File: src/rtl/vga_pkg.sv
// Shared 800x600@60 Hz raster constants and types for the display pipeline.
package vga_pkg;

  localparam int unsigned COUNT_W = 11;
  localparam int unsigned LEVEL_W = 4;

  localparam int unsigned VGA_H_ACTIVE     = 800;
  localparam int unsigned VGA_H_SYNC_START = 840;
  localparam int unsigned VGA_H_SYNC_END   = 968;
  localparam int unsigned VGA_H_TOTAL      = 1056;

  localparam int unsigned VGA_V_ACTIVE     = 600;
  localparam int unsigned VGA_V_SYNC_START = 601;
  localparam int unsigned VGA_V_SYNC_END   = 605;
  localparam int unsigned VGA_V_TOTAL      = 628;

  localparam logic VGA_SYNC_POL = 1'b1;

  typedef logic [COUNT_W-1:0] count_t;
  typedef logic [LEVEL_W-1:0] level_t;

  // Half-open window test [lo, hi) used for the sync pulses.
  function automatic logic inWindow(count_t value, count_t lo, count_t hi);
    return (value >= lo) && (value < hi);
  endfunction

endpackage

File: src/rtl/vga_axis_counter.sv
// Modulus counter for one raster axis; wraps to zero after MODULUS-1 when enabled.
module vga_axis_counter
  import vga_pkg::*;
#(
  parameter int unsigned MODULUS = VGA_H_TOTAL
) (
  input  logic   clk,
  input  logic   rst,
  input  logic   en_i,
  output count_t count_o,
  output logic   wrap_o
);

  localparam count_t LAST = count_t'(MODULUS - 1);

  count_t count_q;
  count_t count_d;

  // Next count: hold when disabled, wrap to zero at the last position.
  always_comb begin
    wrap_o  = en_i && (count_q == LAST);
    count_d = count_q;
    if (en_i) begin
      count_d = wrap_o ? '0 : count_q + count_t'(1);
    end
  end

  // Counter register.
  always_ff @(posedge clk or posedge rst) begin
    if (rst) begin
      count_q <= '0;
    end else begin
      count_q <= count_d;
    end
  end

  assign count_o = count_q;

endmodule

File: src/rtl/vga_timing.sv
// Free-running raster timing generator: counters, registered sync/blank decode
// and a level value that only changes at frame boundaries.
module vga_timing
  import vga_pkg::*;
#(
  parameter int unsigned H_ACTIVE     = VGA_H_ACTIVE,
  parameter int unsigned H_SYNC_START = VGA_H_SYNC_START,
  parameter int unsigned H_SYNC_END   = VGA_H_SYNC_END,
  parameter int unsigned H_TOTAL      = VGA_H_TOTAL,
  parameter int unsigned V_ACTIVE     = VGA_V_ACTIVE,
  parameter int unsigned V_SYNC_START = VGA_V_SYNC_START,
  parameter int unsigned V_SYNC_END   = VGA_V_SYNC_END,
  parameter int unsigned V_TOTAL      = VGA_V_TOTAL,
  parameter logic        SYNC_POL     = VGA_SYNC_POL
) (
  input  logic   clk,
  input  logic   rst,
  input  level_t level_in,
  output count_t hcount_out,
  output count_t vcount_out,
  output logic   h_sync_out,
  output logic   v_sync_out,
  output logic   h_blank_out,
  output logic   v_blank_out,
  output logic   frame_start,
  output level_t level_out,
  output logic   level_changed
);

  localparam logic SYNC_IDLE = ~SYNC_POL;

  count_t hCount;
  count_t vCount;
  logic   hWrap;
  logic   vWrap;

  // The last pixel of a frame is when the vertical counter wraps.
  logic   firstPixel_q;

  count_t hcount_q, hcount_d;
  count_t vcount_q, vcount_d;
  logic   hSync_q, hSync_d;
  logic   vSync_q, vSync_d;
  logic   hBlank_q, hBlank_d;
  logic   vBlank_q, vBlank_d;
  logic   frameStart_q, frameStart_d;
  level_t level_q, level_d;
  logic   levelChanged_q, levelChanged_d;

  vga_axis_counter #(.MODULUS(H_TOTAL)) uHCounter (
    .clk     (clk),
    .rst     (rst),
    .en_i    (1'b1),
    .count_o (hCount),
    .wrap_o  (hWrap)
  );

  vga_axis_counter #(.MODULUS(V_TOTAL)) uVCounter (
    .clk     (clk),
    .rst     (rst),
    .en_i    (hWrap),
    .count_o (vCount),
    .wrap_o  (vWrap)
  );

  // Flag that the counters sit at (0,0): set out of reset and after the last pixel.
  always_ff @(posedge clk or posedge rst) begin
    if (rst) begin
      firstPixel_q <= 1'b1;
    end else begin
      firstPixel_q <= vWrap;
    end
  end

  // Decode the current counter position into the next output bundle.
  always_comb begin
    hcount_d       = hCount;
    vcount_d       = vCount;
    hBlank_d       = hCount >= count_t'(H_ACTIVE);
    vBlank_d       = vCount >= count_t'(V_ACTIVE);
    hSync_d        = inWindow(hCount, count_t'(H_SYNC_START), count_t'(H_SYNC_END))
                     ? SYNC_POL : SYNC_IDLE;
    vSync_d        = inWindow(vCount, count_t'(V_SYNC_START), count_t'(V_SYNC_END))
                     ? SYNC_POL : SYNC_IDLE;
    frameStart_d   = firstPixel_q;
    level_d        = level_q;
    levelChanged_d = 1'b0;
    if (firstPixel_q) begin
      level_d        = level_in;
      levelChanged_d = (level_in != level_q);
    end
  end

  // Output register stage; syncs idle at the inactive polarity in reset.
  always_ff @(posedge clk or posedge rst) begin
    if (rst) begin
      hcount_q       <= '0;
      vcount_q       <= '0;
      hSync_q        <= SYNC_IDLE;
      vSync_q        <= SYNC_IDLE;
      hBlank_q       <= 1'b0;
      vBlank_q       <= 1'b0;
      frameStart_q   <= 1'b0;
      level_q        <= '0;
      levelChanged_q <= 1'b0;
    end else begin
      hcount_q       <= hcount_d;
      vcount_q       <= vcount_d;
      hSync_q        <= hSync_d;
      vSync_q        <= vSync_d;
      hBlank_q       <= hBlank_d;
      vBlank_q       <= vBlank_d;
      frameStart_q   <= frameStart_d;
      level_q        <= level_d;
      levelChanged_q <= levelChanged_d;
    end
  end

  assign hcount_out    = hcount_q;
  assign vcount_out    = vcount_q;
  assign h_sync_out    = hSync_q;
  assign v_sync_out    = vSync_q;
  assign h_blank_out   = hBlank_q;
  assign v_blank_out   = vBlank_q;
  assign frame_start   = frameStart_q;
  assign level_out     = level_q;
  assign level_changed = levelChanged_q;

endmodule

File: config.mk
export PLATFORM = sky130hd
export DESIGN_NAME = vga_timing
export DESIGN_NICKNAME = d
export VERILOG_FILES = /design/src/rtl/vga_pkg.sv /design/src/rtl/vga_axis_counter.sv /design/src/rtl/vga_timing.sv
export SDC_FILE = /design/constraint.sdc
export NUM_CORES = 1
export LEC_CHECK = 0
export CAP_MARGIN = 0
export CORE_ASPECT_RATIO = 1.25
export CORE_MARGIN = 10
export CORE_UTILIZATION = 46
export DETAILED_ROUTE_END_ITERATION = 7
export HOLD_SLACK_MARGIN = 0.1
export PLACE_DENSITY_LB_ADDON = 0.2
export SYNTH_ARGS = -nofsm -noshare
export SYNTH_HDL_FRONTEND = slang
export SYNTH_SLANG_ARGS = --single-unit
File: constraint.sdc
create_clock -name clk -period 2.04 [get_ports clk]
set_clock_uncertainty 0.15 [all_clocks]
set_input_delay 0.408 -clock clk [delete_from_list [all_inputs] [get_ports clk]]
set_output_delay 0.408 -clock clk [all_outputs]
set_load 0.02 [all_outputs]
# Yosys cells after proc, flatten, opt, wreduce, memory -nomap -nowiden
# Index checks and enable logic that the tools add are counted.
[classes]
magnitude_cmp = 6
n_reduce_logical = 3
n_addsub = 2
n_eq_ne = 3
n_mux = 5
[op_table]
columns = ["operator", "n"]
rows = [
  ["$ge 11x10->1 const B", 4],
  ["$add 11x1->11 const B", 2],
  ["$lt 11x10->1 const B", 2],
  ["$mux 11", 2],
  ["$eq 11x10->1 const B", 1],
  ["$eq 11x11->1 const B", 1],
  ["$ne 4x4->1", 1],
  ["$logic_and 1x1->1", 3],
  ["$mux 1", 3],
]
[totals]
register_bits = 55
output_inout_bits = 32
wordCells = 31
input_bits = 6

# Longest topological paths before layout
[depth]
word_depth = 3
depth_mapped = 6
ltp_nobuf = 5

# Hierarchy
# A second synthesis with hierarchy kept.
[unflattened]
cells_unflattened = 169
area_unflattened_um2 = 2145.8
[by_module_without_submodules]
columns = ["mod", "area_per_inst_um2", "cells_per_inst", "n_inst", "seq_area_each_um2"]
rows = [
  ["vga_timing", 1019.7, 59, 1, 827.0],
  ["vga_axis_counter at uVCounter", 583.1, 59, 1, 275.3],
  ["vga_axis_counter at uHCounter", 543.0, 51, 1, 275.3],
]

# Worst setup path after synthesis
# No wires, ideal clock.
[synth_timing]
path_type = "register -> register"
from = "reg uHCounter.count_q[0], in the netlist uHCounter.count_o[0]"
to = "reg uVCounter.count_q[5], in the netlist uVCounter.count_o[5]"
synth_period_minus_slack_ns = 1.931
t_arrival_ns = 1.699
stages_incl_launch_ff = 7
path_slack_ns = 0.109
path_buffers = 1
cell_sequence = "dfrtp_1 > ha_1 > nand4_1 > or3_1 > buf_6 > or3_1 > o21ai_0"
[synth_between]
elab_chain_cells = 3
[synth_rtl]
columns = ["item", "line_no", "text"]
rows = [
  ["from (decl)", "vga_axis_counter.sv:16", "count_t count_q;"],
  ["from (signal assigned)", "vga_axis_counter.sv:33", "count_q <= count_d;"],
  ["$eq 11x11->1 *", "vga_axis_counter.sv:21", "wrap_o = en_i && (count_q == LAST);"],
  ["$logic_and 1x1->1", "vga_axis_counter.sv:21", ""],
  ["$mux 11", "vga_axis_counter.sv:24", "count_d = wrap_o ? '0 : count_q + count_t'(1);"],
  ["to (signal assigned)", "vga_axis_counter.sv:33", ""],
  ["to (decl)", "vga_axis_counter.sv:16", ""],
]
# Every way passes the cells marked *; elsewhere a longest branch is shown, timed or not.
# A chain may end at the register's enable or synchronous reset.

# Final worst setup path
[layout_timing]
from = "reg uHCounter.count_q[8], in the netlist uHCounter.count_o[8]"
to = "reg uVCounter.count_q[5], in the netlist uVCounter.count_o[5]"
# The elaborated chain is that of the path after synthesis.

==> results.tsv <==
stage	metric	value	unit
cells_and_area	FILL cells	345	
global_routing	Top Usage Layer GRT	met2	
clock_network	clk_lat worst skew	0.30	ns
timing	slew margin rel.	67.1	%
worst_setup_path	worst r2r src	uHCounter.count_o[8]$_DFF_PP0_	
routing	vias per cell	4.96	
timing	fin crit period	1.89	ns
cells_and_area	area of the multi-input gates	687	µm²
hold_path	WHS Path Cells	0	
placement	Setup WS pre-CTS	0.0818	ns
worst_setup_path	crit end category	flop	
power	Cell Pwr Density	662	nW/µm²
logic_synthesis	Synth Register Bits	55	
cells_and_area	cell area after layout	2800	µm²
cells_and_area	Area Growth Syn to Fin	32.4	%
timing	Worst Hold Margin	0.278	ns
worst_setup_path	Startpoint Class	flop	
placement	RD Place Congestion	0.804	
die	Die Width	80.7	µm
clock_network	H-tree depth	2	
cells_and_area	most frequent cells in the layout	dfrtp_1, clkdlybuf4s50_1, buf_4, xor2_1	
global_routing	global-route wire length before repair	7220	µm
logic_synthesis	synthesized cell area	2120	µm²
global_routing	antenna violations before repair	0	
clock_network	Worst-path clk slew	0.09	ns
routing	via count	1393	
cells_and_area	Nets	233	
run	Max-cap violations	0	
global_routing	met2 GRT Util	20.3	%
routing	1st-iter DRT viols	119	
worst_setup_path	Worst EP arrival	1.96	ns
logic_synthesis	syn_nets	177	
die	# IOs	38	
power	Power Total	1.86	mW
logic_synthesis	EDFF count, synth	0	
power	peak supply drop	0.467	mV
clock_network	Root Driver	clkbuf_8	
global_routing	GRT overflow	0	
die	initial core utilization	47.8	%
logic_synthesis	sequential share of the synthesized area	65.1	%
hold_path	worst hold path type	flop to flop	
timing	RSZ-0062 raised after global routing	no	
routing	Routed Antenna Nets	0	
logic_synthesis	Syn Inst Count	166	
cells_and_area	final non-filler cell total	281	
global_routing	pin count of the biggest net entering global routing	21	
clock_network	CTS max path bufs	2	
clock_network	Num CTS Buffers	5	
logic_synthesis	largest family of logic cells by synthesized area	simple AND/OR/NAND/NOR gates	
logic_synthesis	synth warn	0	
worst_setup_path	end of the worst register-to-register path	uVCounter.count_o[5]$_DFFE_PP0N_	
clock_network	clock sinks	55	
timing	setup_tns	0	ns
logic_synthesis	Synth Area in Compound Gates	4.85	%
worst_setup_path	CP endpoint	uVCounter.count_o[5]$_DFFE_PP0N_	
placement	IO Port Bufs	37	
worst_setup_path	CP startpoint	uHCounter.count_o[8]$_DFF_PP0_	
logic_synthesis	top_reg_cell synth	dfrtp_1	
logic_synthesis	post-synthesis adder-cell area fraction	2.96	%
timing	Slew @ Worst Pin	0.492	ns
die	die area	7730	µm²
global_routing	GR Util All Layers	12.1	%
clock_network	CTS tree	yes	
die	row count	27	
die	Die Y	95.8	µm
routing	DR WL/cell	15.0	µm
placement	dpl cell area	2680	µm²
cells_and_area	# diodes	0	
worst_setup_path	maximum fanout along the worst path	10	
logic_synthesis	Simple-Gate Fraction of Synth Area	13.9	%
logic_synthesis	Synth Area in XOR/XNOR	7.45	%
timing	Max Slew Vio Count	0	
timing	Final Hold Viols	0	
die	Core Area	4430	µm²
logic_synthesis	mux cell area share after synthesis	3.07	%
cells_and_area	layout cell share with drive strength beyond 1	16.1	%
worst_setup_path	reg2reg path depth	4	
cells_and_area	Reg area	1380	µm²
timing	period utilization	92.4	%
placement	cell count after placement	273	
routing	Routed Wire Length	4210	µm
cells_and_area	Final Util	63.4	%
global_routing	vias in the first global route	1476	
routing	# DRC	0	
global_routing	routing usage on met3	4.57	%
power	P_leak	1.33	nW
worst_setup_path	CP required	2.11	ns
timing	setup violators final	0	
timing	fmax	530	MHz
placement	post-detail-place hpwl	3190	µm
timing	setup ws final	0.154	ns
logic_synthesis	distinct cell type count after synthesis	37	
logic_synthesis	asr flop ratio synth	100	%
clock_network	Hold Buf Count CTS	0	
global_routing	met1 Use GR	13.2	%
logic_synthesis	syn_area_per_cell	12.8	µm²
cells_and_area	commonest non-fill, non-tap cell in the layout	dfrtp_1	
worst_setup_path	reg2reg setup slack	0.15	ns
worst_setup_path	CP Class	flop to flop	
run_status	status	finished clean	
routing	TritonRoute pass-1 iters	4	
==> how the worst min path moves through the flow <==
stage                                          start                 endpoint
global route        uVCounter.count_o[2]$_DFFE_PP0N_  vcount_out[2]$_DFF_PP0_
finish              uVCounter.count_o[2]$_DFFE_PP0N_  vcount_out[2]$_DFF_PP0_
CTS                 uVCounter.count_o[2]$_DFFE_PP0N_  vcount_out[2]$_DFF_PP0_
detailed placement  uVCounter.count_o[2]$_DFFE_PP0N_  vcount_out[2]$_DFF_PP0_
floorplan           uVCounter.count_o[2]$_DFFE_PP0N_  vcount_out[2]$_DFF_PP0_
global placement    uVCounter.count_o[2]$_DFFE_PP0N_  vcount_out[2]$_DFF_PP0_
==> per-layer routing <==
| metal | part of all wire, % | vias up |
|---|---|---|
| li1 | - | 678 |
| met4 | 1.0 | 0 |
| met5 | 0 | - |
| met3 | 7.0 | 6 |
| met1 | 39 | 677 |
| met2 | 53 | 32 |
==> timing repair <==
item / 4_1_cts / 5_1_grt
setup buffers: 0 / 0
hold endpoints to repair: 0 / 0
setup endpoints to repair: 0 / 3
resized for setup: 0 / 1
==> sequential cells by signal, summed over array words and instances, names as in the netlist <==
signal and flops:
firstPixel_q 1, frame_start 1, h_blank_out 1, h_sync_out 1
hcount_out 11, level_changed 1, level_out 4, uHCounter.count_o 11
uVCounter.count_o 11, v_blank_out 1, v_sync_out 1, vcount_out 11
==> Yosys cell counts (2+ instances only) <==
| cell | count | area (µm²) |
|---|---|---|
| dfrtp_1 | 54 | 1350 |
| xor2_1 | 12 | 105 |
| nand3_1 | 11 | 55.1 |
| nor2_1 | 11 | 41.3 |
| inv_1 | 9 | 33.8 |
| nand2_1 | 8 | 30.0 |
| xnor2_1 | 6 | 52.6 |
| ha_1 | 5 | 62.6 |
| nor3_1 | 5 | 25.0 |
| a21oi_1 | 4 | 20.0 |
| mux2_2 | 4 | 45.0 |
| nand4_1 | 3 | 18.8 |
| o21ai_0 | 3 | 15.0 |
| or3_1 | 3 | 18.8 |
| a31oi_1 | 2 | 12.5 |
| and3_1 | 2 | 12.5 |
| and4_1 | 2 | 17.5 |
| clkbuf_1 | 2 | 7.51 |
| mux2i_1 | 2 | 20.0 |
==> logic make-up after synthesis <==
| group | count (synthesis) |
|---|---|
| AO/OA/AOI/OAI | 15 |
| XOR/XNOR | 18 |
| buffers and inverters | 13 |
| adder cells (fa/ha/maj) | 5 |
| multiplexers | 6 |
| AND/OR/NAND/NOR | 54 |
| flip-flops | 55 |
==> report_power, final <==
| group | internal [mW] | switching, mW |
|---|---|---|
| Clock | 0.397 | 0.327 |
| Combinational | 0.0177 | 0.0260 |
| Sequential | 1.09 | 0 |
| Total | 1.50 | 0.353 |
==> critical path, stage by stage (launching register included) <==
cell and delay [ns]:
dfrtp_1 0.42, or3b_1 0.40, or3_4 0.40, or3_1 0.35
o21ai_0 0.08
==> cell type report <==
type / instances / share of cell area (%)
Timing Repair Buffer: 53 / 18.4
Sequential cell: 55 / 49.1
Clock buffer: 6 / 2.95
Inverter: 9 / 1.20
Tap cell: 58 / 2.59
Multi-Input combinational cell: 98 / 24.5
Clock inverter: 2 / 1.25
Note: power is estimated with default switching activity, not from simulation.
